[src/rtl/cpu_sequencer_pkg.sv]
// Shared definitions for the multi-cycle instruction sequencer: state encodings,
// ALU control width, captured control bundle and the default MEM timeout.
package cpu_sequencer_pkg;

  localparam int ALU_CTRL_W          = 4;
  localparam int MEM_TIMEOUT_DEFAULT = 15;

  typedef enum logic [2:0] {
    ST_IDLE = 3'd0,
    ST_ID   = 3'd1,
    ST_EX   = 3'd2,
    ST_MEM  = 3'd3,
    ST_WB   = 3'd4
  } seqState_e;

  typedef struct packed {
    logic                  regdst;
    logic                  regwrite;
    logic                  alusrc;
    logic                  memread;
    logic                  memwrite;
    logic                  memtoreg;
    logic [ALU_CTRL_W-1:0] aluctrl;
  } ctrl_t;

endpackage

[src/rtl/cpu_sequencer_timeout_ctr.sv]
// Counts MEM cycles of the current transfer; expired marks the last cycle
// the sequencer may still wait for mem_ack.
module seq_timeout_ctr #(
  parameter int LIMIT = 15
) (
  input  logic clock,
  input  logic reset,
  input  logic load,
  input  logic enable,
  output logic expired
);

  localparam logic [7:0] LimitC = 8'(LIMIT);

  logic [7:0] count_q;

  // load marks the first MEM cycle, so the count equals MEM cycles elapsed
  always_ff @(posedge clock or negedge reset) begin
    if (!reset) begin
      count_q <= '0;
    end else if (load) begin
      count_q <= 8'd1;
    end else if (enable && !expired) begin
      count_q <= count_q + 8'd1;
    end
  end

  assign expired = (count_q == LimitC);

endmodule

[src/rtl/cpu_sequencer.sv]
// Five-state IDLE/ID/EX/MEM/WB sequencer that latches an instruction, holds its
// decoded datapath configuration and issues one-cycle memory/writeback strobes.
module cpu_sequencer
  import cpu_sequencer_pkg::*;
#(
  parameter int MEM_TIMEOUT = MEM_TIMEOUT_DEFAULT
) (
  input  logic                  clock,
  input  logic                  reset,
  input  logic                  instr_valid,
  output logic                  instr_ready,
  input  logic [31:0]           instrword,
  output logic [31:0]           instr_q,
  input  logic                  c_regdst,
  input  logic                  c_regwrite,
  input  logic                  c_alusrc,
  input  logic                  c_memread,
  input  logic                  c_memwrite,
  input  logic                  c_memtoreg,
  input  logic [ALU_CTRL_W-1:0] c_aluctrl,
  input  logic                  mem_ack,
  output logic                  d_regdst,
  output logic                  d_alusrc,
  output logic                  d_memtoreg,
  output logic [ALU_CTRL_W-1:0] d_aluctrl,
  output logic                  d_memread,
  output logic                  d_memwrite,
  output logic                  d_regwrite,
  output logic                  instr_done,
  output logic                  mem_err,
  output logic [2:0]            state_o,
  output logic [31:0]           retired_cnt
);

  seqState_e   state_q;
  ctrl_t       ctrl_q;
  logic [31:0] instrWord_q;
  logic [31:0] retiredCnt_q;
  logic        memRead_q;
  logic        memWrite_q;
  logic        regWrite_q;
  logic        done_q;
  logic        memErr_q;
  logic        memOp;
  logic        holdActive;
  logic        ctrExpired;

  assign memOp      = ctrl_q.memread | ctrl_q.memwrite;
  assign holdActive = (state_q == ST_EX) || (state_q == ST_MEM) || (state_q == ST_WB);

  seq_timeout_ctr #(
    .LIMIT (MEM_TIMEOUT)
  ) uTimeout (
    .clock   (clock),
    .reset   (reset),
    .load    (state_q == ST_EX),
    .enable  (state_q == ST_MEM),
    .expired (ctrExpired)
  );

  // Strobes default low every cycle and are raised only on the edge entering
  // their state, which keeps each exactly one clock wide.
  always_ff @(posedge clock or negedge reset) begin
    if (!reset) begin
      state_q      <= ST_IDLE;
      ctrl_q       <= '0;
      instrWord_q  <= '0;
      retiredCnt_q <= '0;
      memRead_q    <= 1'b0;
      memWrite_q   <= 1'b0;
      regWrite_q   <= 1'b0;
      done_q       <= 1'b0;
      memErr_q     <= 1'b0;
    end else begin
      memRead_q  <= 1'b0;
      memWrite_q <= 1'b0;
      regWrite_q <= 1'b0;
      done_q     <= 1'b0;
      case (state_q)
        ST_IDLE: begin
          if (instr_valid) begin
            instrWord_q <= instrword;
            state_q     <= ST_ID;
          end
        end
        ST_ID: begin
          ctrl_q.regdst   <= c_regdst;
          ctrl_q.regwrite <= c_regwrite;
          ctrl_q.alusrc   <= c_alusrc;
          ctrl_q.memread  <= c_memread;
          ctrl_q.memwrite <= c_memwrite;
          ctrl_q.memtoreg <= c_memtoreg;
          ctrl_q.aluctrl  <= c_aluctrl;
          state_q         <= ST_EX;
        end
        ST_EX: begin
          // A read wins when both memory controls are set
          memRead_q  <= ctrl_q.memread;
          memWrite_q <= ctrl_q.memwrite & ~ctrl_q.memread;
          state_q    <= ST_MEM;
        end
        ST_MEM: begin
          if (!memOp || mem_ack) begin
            regWrite_q   <= ctrl_q.regwrite;
            done_q       <= 1'b1;
            retiredCnt_q <= retiredCnt_q + 32'd1;
            state_q      <= ST_WB;
          end else if (ctrExpired) begin
            memErr_q <= 1'b1;
            state_q  <= ST_IDLE;
          end
        end
        ST_WB: begin
          state_q <= ST_IDLE;
        end
        default: begin
          state_q <= ST_IDLE;
        end
      endcase
    end
  end

  assign instr_ready = (state_q == ST_IDLE);
  assign instr_q     = instrWord_q;
  assign state_o     = state_q;
  assign retired_cnt = retiredCnt_q;
  assign mem_err     = memErr_q;
  assign d_memread   = memRead_q;
  assign d_memwrite  = memWrite_q;
  assign d_regwrite  = regWrite_q;
  assign instr_done  = done_q;
  assign d_regdst    = holdActive & ctrl_q.regdst;
  assign d_alusrc    = holdActive & ctrl_q.alusrc;
  assign d_memtoreg  = holdActive & ctrl_q.memtoreg;
  assign d_aluctrl   = holdActive ? ctrl_q.aluctrl : '0;

endmodule

[config.mk]
export PLATFORM = sky130hd
export DESIGN_NAME = cpu_sequencer
export DESIGN_NICKNAME = d
export VERILOG_FILES = /design/src/rtl/cpu_sequencer_pkg.sv /design/src/rtl/cpu_sequencer_timeout_ctr.sv /design/src/rtl/cpu_sequencer.sv
export SDC_FILE = /design/constraint.sdc
export NUM_CORES = 1
export LEC_CHECK = 0
export ABC_AREA = 1
export CAP_MARGIN = 20
export CORE_ASPECT_RATIO = 1.2
export CORE_MARGIN = 5
export CORE_UTILIZATION = 40
export DETAILED_ROUTE_END_ITERATION = 10
export PLACE_DENSITY = 0.81
export SYNTH_ARGS = -nofsm -noshare
export SYNTH_HDL_FRONTEND = slang
export SYNTH_SLANG_ARGS = --single-unit
[constraint.sdc]
create_clock -name clock -period 3.72 [get_ports clock]
set_input_delay 0.372 -clock clock [delete_from_list [all_inputs] [get_ports clock]]
set_output_delay 0.372 -clock clock [all_outputs]
set_load 0.1 [all_outputs]
==> impl_metrics.env <==
export IMPL_core_um2=10100
export IMPL_cts_tree="done"
export IMPL_diodes=0
export IMPL_grt_pass1_wl_um=16700
export IMPL_fin_nets=600
export IMPL_vias=3360
export IMPL_final_common_cell="clkdlybuf4s50_1"
export IMPL_synth_seq_area_share_pct=54.4
export IMPL_rows=40
export IMPL_tns_ps=0
export IMPL_status="finished, final reports clean"
export IMPL_area_delta_synth_final_pct=39.9
export IMPL_start_kind="flip-flop"
export IMPL_maxSlewHeadroom_pct=32.2
export IMPL_r2r_start="state_o[2]$_DFFE_PN0P_"
export IMPL_io_pins=126
export IMPL_grt_max_degree=70
export IMPL_drtAntennaViolNets=0
export IMPL_required_ps=3350
export IMPL_clk_latency_ps=330
export IMPL_track_usage_pct=17.0
export IMPL_die_area_um2=12500
export IMPL_die_y_um=121
export IMPL_synth_ff_latch_count=90
export IMPL_path_class="reg2out"
export IMPL_hp_class="in2async"
export IMPL_cts_resized_gates=0
export IMPL_place_gp_congestion=0.844
export IMPL_synth_avg_cell_area_um2=9.79
export IMPL_drv_cap=0
export IMPL_via_per_inst=4.93
export IMPL_maxSlewViolCount=0
export IMPL_initial_utilization_pct=41.2
export IMPL_drt_pass1_iter_count=4
export IMPL_synthDistinctLibCells=28
export IMPL_fin_crit_sh_pct=77.5
export IMPL_hpwl_um=7720
export IMPL_cts_sinks=90
export IMPL_layout_common_cells="124 x clkdlybuf4s50_1, 90 x dfrtp_1, 84 x nand2_1, 59 x nor2_1, 37 x inv_1"
export IMPL_cts_buffers=9
export IMPL_grt_overflow=0
export IMPL_syn_inst=423
export IMPL_drive_above_1_share_pct=11.9
export IMPL_setup_violations_final=0
export IMPL_grt_pass1_vias=3472
export IMPL_synth_area_leaders="dfrtp_1 54%, mux2_2 8.4%, nand2_1 7.6%, nor2_1 5.3%, inv_1 3.4%"
export IMPL_path_max_fanout=8
export IMPL_rsz0062_at_grt="no"
export IMPL_synth_top_area_cell="dfrtp_1"
export IMPL_port_buffers=125
export IMPL_syn_area_um2=4140
export IMPL_clk_path_buf_depth=2
export IMPL_hold_viol_final=0
export IMPL_totalWireLength_um=10400
export IMPL_crit_arrival_ps=2510
export IMPL_antenna_found_initial=0
export IMPL_path_clk_slew_ps=60
export IMPL_drc_errors=0
export IMPL_synth_nets=471
export IMPL_endpoint_kind="primary output"
export IMPL_root_buffer="clkbuf_16"
export IMPL_fin_worst_skew_ps=5.54
export IMPL_fmax_mhz=347
export IMPL_tightestPinTransition_ps=1010
export IMPL_post_cts_buffers=0
export IMPL_wl_per_cell_um=15.2
export IMPL_cts_hold_buf=0
export IMPL_drt_iter0_markers=150
export IMPL_timing_final_crit_period_ps=2880
export IMPL_cp_startpoint="state_o[1]$_DFFE_PN0P_"
export IMPL_synth_top_cell_area_share_pct=54.4
export IMPL_htree_levels=3
export IMPL_die_w_um=103
export IMPL_ys_warnings_count=0
## worst paths after layout
check,to,slack (ps),cells after the start
setup / recovery,d_aluctrl[2],840,4
hold / removal,retired_cnt[4]$_DFFE_PN0P_,160,1
setup reg to reg,instr_q[13]$_DFFE_PN0P_,1850,5
hold reg to reg,instr_q[8]$_DFFE_PN0P_,490,1
max in group asynchronous,retired_cnt[29]$_DFFE_PN0P_,2730,2
min in group clock,instr_q[8]$_DFFE_PN0P_,490,1
## final cells by class
cell class / count / area (µm²)
fill: 861 / 4270
sequential: 90 / 2250
multi-input combinational: 287 / 1680
timing repair buffer: 126 / 1260
clock buffer: 13 / 270
tap: 126 / 158
inverter: 38 / 143
clock inverter: 2 / 35.0
## through the flow
step	instances	setup slack [ps]	instance area, µm²	utilization (%)	hold slack, ps
6_report	682	837	5790	57.6	156
5_1_grt	682	616	5790	57.6	248
4_1_cts	682	842	5790	57.6	188
3_5_place_dp	667	1200	5490	54.5	476
3_3_place_gp	667	1290	5490	54.5	474
2_1_floorplan	423	672	4140	-	76.4
## logic make-up after synthesis
family          synth area share (%)
xor+xnor                        5.29
simple gates                    22.7
fa+ha+maj                      0.604
flops                           54.4
compound gates                  3.23
buf+inv                         5.08
mux                             8.70
## metal layers
layer / vias up / track usage, % / routed length [µm]
li1: 1620 / - / -
met1: 1599 / 19.9 / 3980
met2: 116 / 29.4 / 5390
met3: 25 / 3.45 / 656
met4: 0 / 7.94 / 326
met5: - / 0 / 0
## flip-flops by register name (all words and copies together) (netlist names)
signal / cells
instr_done: 1
retired_cnt: 32
uTimeout.count_q: 8
mem_err: 1
ctrl_q: 10
state_o: 3
d_regwrite: 1
instr_q: 32
d_memwrite: 1
d_memread: 1
## worst max-delay path, cell delays in order, from the launching register on
cell	delay, ps
dfrtp_1	470
o21ai_0	220
o21ai_1	210
nor2_1	140
clkdlybuf4s50_1	1140
## cells in the mapped netlist, drive strengths merged
library cell	n
buf	5
a21oi	12
nor2	65
mux2	32
inv	38
xnor2	10
xor2	15
nand3b	6
nand2	87
clkbuf	3
o21bai	1
a31o	1
o21ai	7
ha	2
dfrtp	90
nand3	28
nor3	9
nand4	12
Power is left out: the tool's default activity adds up to more than one toggle a clock period on the data nets, which glitch-free logic cannot reach.
